`src/rtl/pipe_pkg.sv`:
```
// Shared definitions for the issue/hazard controller: instruction field layout,
// FSM state encoding and scoreboard entry format.
package pipe_pkg;

    localparam int INSTR_W     = 32;
    localparam int REG_W       = 5;
    localparam int CNT_W       = 16;

    localparam int DATASRC_BIT = 29;
    localparam int ALUOP_HI    = 28;
    localparam int ALUOP_LO    = 26;
    localparam int DEST_HI     = 25;
    localparam int DEST_LO     = 21;
    localparam int SRC1_HI     = 20;
    localparam int SRC1_LO     = 16;
    localparam int SRC2_HI     = 15;
    localparam int SRC2_LO     = 11;

    localparam logic [INSTR_W-1:0] NOP_INSTR     = 32'd0;
    localparam logic [CNT_W-1:0]   STALL_CNT_MAX = 16'hFFFF;

    localparam logic [1:0] ENC_RUN   = 2'd0;
    localparam logic [1:0] ENC_STALL = 2'd1;
    localparam logic [1:0] ENC_DRAIN = 2'd2;

    typedef enum logic [1:0] {
        RUN   = ENC_RUN,
        STALL = ENC_STALL,
        DRAIN = ENC_DRAIN
    } state_t;

    typedef struct packed {
        logic             v;
        logic [REG_W-1:0] dest;
    } sb_entry_t;

    function automatic logic [REG_W-1:0] field_dest(input logic [INSTR_W-1:0] instr);
        return instr[DEST_HI:DEST_LO];
    endfunction

    function automatic logic [REG_W-1:0] field_src1(input logic [INSTR_W-1:0] instr);
        return instr[SRC1_HI:SRC1_LO];
    endfunction

    function automatic logic [REG_W-1:0] field_src2(input logic [INSTR_W-1:0] instr);
        return instr[SRC2_HI:SRC2_LO];
    endfunction

    function automatic logic field_datasrc(input logic [INSTR_W-1:0] instr);
        return instr[DATASRC_BIT];
    endfunction

endpackage

```
`src/rtl/pipe_scoreboard.sv`:
```
// Shift-register scoreboard of in-flight destination registers with two
// read-port match lookups and an any-valid summary.
module pipe_scoreboard
    import pipe_pkg::*;
#(
    parameter int DEPTH      = 3,
    parameter bit R0_IS_ZERO = 1'b0
) (
    input  logic             clk,
    input  logic             rst,
    input  logic             load_v,
    input  logic [REG_W-1:0] load_dest,
    input  logic [REG_W-1:0] rd_a,
    input  logic [REG_W-1:0] rd_b,
    output logic             match_a,
    output logic             match_b,
    output logic             any_valid
);

    sb_entry_t [DEPTH-1:0] entries;

    // Every cycle the pipe advances; the oldest entry retires off the end.
    always_ff @(posedge clk or negedge rst) begin
        if (!rst) begin
            entries <= '0;
        end else begin
            entries[0].v    <= load_v;
            entries[0].dest <= load_dest;
            for (int i = 1; i < DEPTH; i++) begin
                entries[i] <= entries[i-1];
            end
        end
    end

    always_comb begin
        match_a   = 1'b0;
        match_b   = 1'b0;
        any_valid = 1'b0;
        for (int i = 0; i < DEPTH; i++) begin
            if (entries[i].v) begin
                any_valid = 1'b1;
                if (entries[i].dest == rd_a) begin
                    match_a = 1'b1;
                end
                if (entries[i].dest == rd_b) begin
                    match_b = 1'b1;
                end
            end
        end
        // A hardwired zero register can never be the target of a pending write.
        if (R0_IS_ZERO && rd_a == '0) begin
            match_a = 1'b0;
        end
        if (R0_IS_ZERO && rd_b == '0) begin
            match_b = 1'b0;
        end
    end

endmodule

```
`src/rtl/pipe_hazard_ctrl.sv`:
```
// Issue controller in front of the stage-1 pipeline register: valid/ready intake,
// RAW hazard stalls via bubbles, and a drain mode that empties the pipe.
module pipe_hazard_ctrl
    import pipe_pkg::*;
#(
    parameter int DEPTH      = 3,
    parameter bit R0_IS_ZERO = 1'b0
) (
    input  logic               clk,
    input  logic               rst,
    input  logic               instr_valid,
    input  logic [INSTR_W-1:0] instr_in,
    input  logic               instr_we,
    output logic               instr_ready,
    input  logic               drain_req,
    output logic [INSTR_W-1:0] issue_instr,
    output logic               issue_we,
    output logic               issue_valid,
    output logic               stall,
    output logic               drained,
    output logic [CNT_W-1:0]   stall_cnt
);

    state_t           state;
    state_t           next_state;
    logic             hazard;
    logic             accept;
    logic             cnt_inc;
    logic             match1;
    logic             match2;
    logic             any_valid;
    logic             load_v;
    logic [REG_W-1:0] dest;
    logic [REG_W-1:0] src1;
    logic [REG_W-1:0] src2;
    logic             datasrc;

    assign dest    = field_dest(instr_in);
    assign src1    = field_src1(instr_in);
    assign src2    = field_src2(instr_in);
    assign datasrc = field_datasrc(instr_in);

    pipe_scoreboard #(
        .DEPTH      (DEPTH),
        .R0_IS_ZERO (R0_IS_ZERO)
    ) u_scoreboard (
        .clk       (clk),
        .rst       (rst),
        .load_v    (load_v),
        .load_dest (dest),
        .rd_a      (src1),
        .rd_b      (src2),
        .match_a   (match1),
        .match_b   (match2),
        .any_valid (any_valid)
    );

    // Immediate-form instructions do not read src2, so only src1 can hazard for them.
    assign hazard      = instr_valid && (match1 || (!datasrc && match2));
    assign instr_ready = (state == RUN || state == STALL) && !hazard && !drain_req;
    assign accept      = instr_valid && instr_ready;
    assign load_v      = accept && instr_we && !(R0_IS_ZERO && dest == '0);

    always_comb begin
        next_state = state;
        cnt_inc    = 1'b0;
        unique case (state)
            RUN: begin
                if (drain_req) begin
                    next_state = DRAIN;
                end else if (hazard) begin
                    next_state = STALL;
                    cnt_inc    = 1'b1;
                end
            end
            STALL: begin
                if (drain_req) begin
                    next_state = DRAIN;
                end else if (hazard) begin
                    cnt_inc = 1'b1;
                end else begin
                    next_state = RUN;
                end
            end
            DRAIN: begin
                if (!drain_req) begin
                    next_state = RUN;
                end
            end
            default: begin
                next_state = RUN;
            end
        endcase
    end

    always_ff @(posedge clk or negedge rst) begin
        if (!rst) begin
            state <= RUN;
        end else begin
            state <= next_state;
        end
    end

    // Anything not accepted this cycle goes out as a bubble.
    always_ff @(posedge clk or negedge rst) begin
        if (!rst) begin
            issue_instr <= NOP_INSTR;
            issue_we    <= 1'b0;
            issue_valid <= 1'b0;
        end else if (accept) begin
            issue_instr <= instr_in;
            issue_we    <= instr_we;
            issue_valid <= 1'b1;
        end else begin
            issue_instr <= NOP_INSTR;
            issue_we    <= 1'b0;
            issue_valid <= 1'b0;
        end
    end

    always_ff @(posedge clk or negedge rst) begin
        if (!rst) begin
            stall_cnt <= '0;
        end else if (cnt_inc && stall_cnt != STALL_CNT_MAX) begin
            stall_cnt <= stall_cnt + 16'd1;
        end
    end

    assign stall   = (state == STALL);
    assign drained = (state == DRAIN) && !any_valid;

endmodule
```
`config.mk`:
```
export PLATFORM = sky130hd
export DESIGN_NAME = pipe_hazard_ctrl
export DESIGN_NICKNAME = d
export VERILOG_FILES = /design/src/rtl/pipe_pkg.sv /design/src/rtl/pipe_scoreboard.sv /design/src/rtl/pipe_hazard_ctrl.sv
export SDC_FILE = /design/constraint.sdc
export NUM_CORES = 1
export LEC_CHECK = 0
export ABC_AREA = 1
export CAP_MARGIN = 20
export CORE_MARGIN = 5
export CORE_UTILIZATION = 25
export DETAILED_ROUTE_END_ITERATION = 8
export HOLD_SLACK_MARGIN = 0.1
export PLACE_DENSITY = 0.55
export SKIP_CTS_REPAIR_TIMING = 1
export SYNTH_ARGS = -nofsm -noshare
export SYNTH_HDL_FRONTEND = slang
export SYNTH_SLANG_ARGS = --single-unit
```
`constraint.sdc`:
```
create_clock -name clk -period 4.4 [get_ports clk]
set_input_delay 1.1 -clock clk [delete_from_list [all_inputs] [get_ports clk]]
set_output_delay 1.1 -clock clk [all_outputs]
set_load 0.01 [all_outputs]
```
==> results.sh <==
export IMPL_cp_required_ps=3300
export IMPL_die_w_um=124.2
export IMPL_syn_nets=425
export IMPL_n_antenna_cell=0
export IMPL_wirelength_mm=8.412
export IMPL_start_util_pct=25.63
export IMPL_vdd_drop_max_mv=0.1321
export IMPL_p_int_mw=1.116
export IMPL_pwr_share_clk_pct=45.8
export IMPL_rows=41
export IMPL_drive_above_1_share_pct=10.06
export IMPL_drtIter0Drc=160
export IMPL_pin_count=90
export IMPL_slew_violations=0
export IMPL_io_buffers=89
export IMPL_clk_latency_ps=340
export IMPL_hold_viol=0
export IMPL_syn_to_final_growth_pct=40.94
export IMPL_worstPathMaxFanout=5
export IMPL_synth_area_leader_cell="dfrtp_1"
export IMPL_skew_ps=9.842
export IMPL_htreeDepth=3
export IMPL_crit_path_end="instr_ready"
export IMPL_cp_startpoint="instr_in[18]"
export IMPL_ys_seq_area_share_pct=52.95
export IMPL_routedWlPerCell_um=12.76
export IMPL_ant_nets=0
export IMPL_finalPower_mw=1.482
export IMPL_detail_route_vias_per_cell=4.132
export IMPL_synth_avg_cell_area_um2=8.425
export IMPL_fmax_ghz=0.2360
export IMPL_relSlewSlack_pct=40.63
export IMPL_yosys_register_bits=69
export IMPL_die_area_um2=15430
export IMPL_rr_startpoint="u_scoreboard.entries[1]$_DFF_PN0_"
export IMPL_p_sw_uw=366.4
export IMPL_finalCritPeriodShare_pct=96.30
export IMPL_num_vias=2723
export IMPL_layout_setup_ws_ps=162.8
export IMPL_clk_pin_slew_ps=60
export IMPL_nNetsFinal=520
export IMPL_grt_use_total_pct=11.43
export IMPL_pre_cts_slack_ps=112.7
export IMPL_grt_pass1_vias=2800
export IMPL_antenna_found_initial=0
export IMPL_drc=0
export IMPL_cts_tree="yes"
export IMPL_fin_tns_setup_ps=0
export IMPL_r2r_slack_ps=2390
export IMPL_core_um2=12720
export IMPL_yosysTopAreaCellShare_pct=52.95
export IMPL_fp_dieH_um=124.2
export IMPL_tightest_slew_ps=890.6
export IMPL_ys_types=30
export IMPL_clock_sinks=69
export IMPL_first_pass_iters=5
export IMPL_dp_hpwl_mm=6.104
export IMPL_hold_path_class="flop to flop"
export IMPL_syn_inst=387
export IMPL_powerDensity_nw_per_um2=322.5
export IMPL_netlist_area_um2=3261
export IMPL_fin_crit_ps=4237
export IMPL_outcome="complete, no violations"
export IMPL_cts_inserted_buffers=9
export IMPL_seqPwrFrac_pct=44.8
export IMPL_cp_start_kind="input port"
export IMPL_crit_arrival_ps=3140
export IMPL_p_sw_share_pct=24.72
export IMPL_cellLeakagePower_nw=2.248
export IMPL_place_congestion=0.8882
export IMPL_grt_max_degree=70
export IMPL_synth_area_leaders="dfrtp_1, nand2_1, inv_1, nor2_1, nand4_1"
export IMPL_rr_endpoint="issue_instr[20]$_DFF_PN0_"
export IMPL_finalSetupViolations=0
export IMPL_path_class="input port to output pin"
export IMPL_root_buffer="clkbuf_16"
export IMPL_drv_cap=0
export IMPL_reg2reg_depth=11
export IMPL_rsz0062_at_grt="no"
export IMPL_grt_first_pass_wirelength_mm=14.22
export IMPL_clk_path_buf_depth=2
export IMPL_yosys_warnings=0
export IMPL_crit_path_end_kind="output pin"
export IMPL_comb_power_share_pct=9.3
export IMPL_grt_overflow=0
registers in the layout, summed over array words and instances, names as in the netlist:
register and count:
issue_instr 32, u_scoreboard.entries 17, stall_cnt 16, state 2, issue_valid 1, issue_we 1
worst max-delay path, cell delays in order:
cell	delay, ps
clkdlybuf4s50_1	550
inv_1	90
nor2_1	100
nor2_1	60
nand3_1	70
nand2_1	60
nor2_2	190
a21oi_4	80
nor3_1	230
clkdlybuf4s50_1	600
worst min-delay path by stage:
stage,from,end,depth (start not counted)
after floorplan,u_scoreboard.entries[4]$_DFF_PN0_,u_scoreboard.entries[10]$_DFF_PN0_,0
after global placement,u_scoreboard.entries[10]$_DFF_PN0_,u_scoreboard.entries[16]$_DFF_PN0_,0
after detailed placement,u_scoreboard.entries[3]$_DFF_PN0_,u_scoreboard.entries[9]$_DFF_PN0_,0
after CTS,u_scoreboard.entries[3]$_DFF_PN0_,u_scoreboard.entries[9]$_DFF_PN0_,0
after global routing,u_scoreboard.entries[2]$_DFF_PN0_,u_scoreboard.entries[8]$_DFF_PN0_,0
final,u_scoreboard.entries[10]$_DFF_PN0_,u_scoreboard.entries[16]$_DFF_PN0_,0
synth_stat cells, drive strengths merged:
cell and n:
nor2 65, nor3b 1, o21ai 6, nand3b 1
a21oi 2, dfrtp 69, ha 1, nor4 2
xnor2 3, nand3 15, and2 1, xor2 12
a21boi 2, nor3 6, nand4 18, buf 7
nand2 115, inv 61
power by group through the flow:
| stage | registers (mW) | logic, mW | clock network, mW |
|---|---|---|---|
| after global routing | 0.666 | 0.156 | 0.734 |
| after detailed placement | 0.676 | 0.141 | 0 |
| after global placement | 0.675 | 0.140 | 0 |
| final | 0.664 | 0.139 | 0.679 |
| after floorplan | 0.678 | 0.0520 | 0 |
| after CTS | 0.664 | 0.142 | 0.701 |
area by class of cell:
cell class                      count  area [µm²]
Timing Repair Buffer               91       903.4
Multi-Input combinational cell    250        1244
Clock inverter                      5       35.03
Fill cell                        1373        8127
Clock buffer                       11       242.7
Sequential cell                    69        1727
Tap cell                          172       215.2
Inverter                           61       229.0
routing by layer:
layer / part of all wire (%) / GRT usage, % / vias up
met2: 48 / 17.97 / 70
met1: 44 / 13.82 / 1267
met3: 6.7 / 4.074 / 13
met4: 2.0 / 5.738 / 0
li1: - / - / 1373
met5: 0 / 0 / -
kinds of logic after synthesis:
| logic type | Yosys count | synth area share (%) |
|---|---|---|
| buffers and inverters | 68 | 8.902 |
| XOR/XNOR | 15 | 4.029 |
| adder cells (fa/ha/maj) | 1 | 0.3837 |
| AND/OR/NAND/NOR | 224 | 31.70 |
| AO/OA/AOI/OAI | 10 | 2.033 |
| flip-flops | 69 | 52.95 |
metrics by stage:
stage               cells  util [%]  hold slack, ps  instance area (µm²)
floorplan             387         -           373.7                 3261
global placement      643     33.94           393.9                 4318
detailed placement    643     33.94           398.8                 4318
CTS                   659     36.12           412.5                 4596
global route          659     36.12           422.0                 4596
finish                659     36.12           409.7                 4596
cells in the final DEF (no fill, tap or decap):
cell / Yosys / routed
nand2_1: 112 / 112
clkdlybuf4s50_1: 0 / 88
dfrtp_1: 69 / 69
inv_1: 55 / 55
nor2_1: 48 / 48
nand4_1: 17 / 17
nor2_2: 16 / 16
nand3_1: 13 / 13
xor2_1: 12 / 12
clkbuf_16: 0 / 9
inv_2: 6 / 6
o21ai_0: 5 / 5
nor3_1: 5 / 5
xnor2_1: 3 / 3
nand2_2: 3 / 3
buf_4: 1 / 3
a21boi_0: 2 / 2
nand3_4: 2 / 2
nor4_1: 2 / 2
clkinv_2: 0 / 2
a21oi_1: 1 / 1
nand3b_1: 1 / 1
o21ai_1: 1 / 1
a21oi_4: 1 / 1
nor3_4: 1 / 1
nor2_4: 1 / 1
nand4_4: 1 / 1
and2_1: 1 / 1
nor3b_1: 1 / 1
ha_1: 1 / 1
clkbuf_1: 0 / 1
clkbuf_8: 0 / 1
clkinv_4: 0 / 1
clkinvlp_4: 0 / 1
inv_6: 0 / 1
Power figures use the tool's default switching activity.
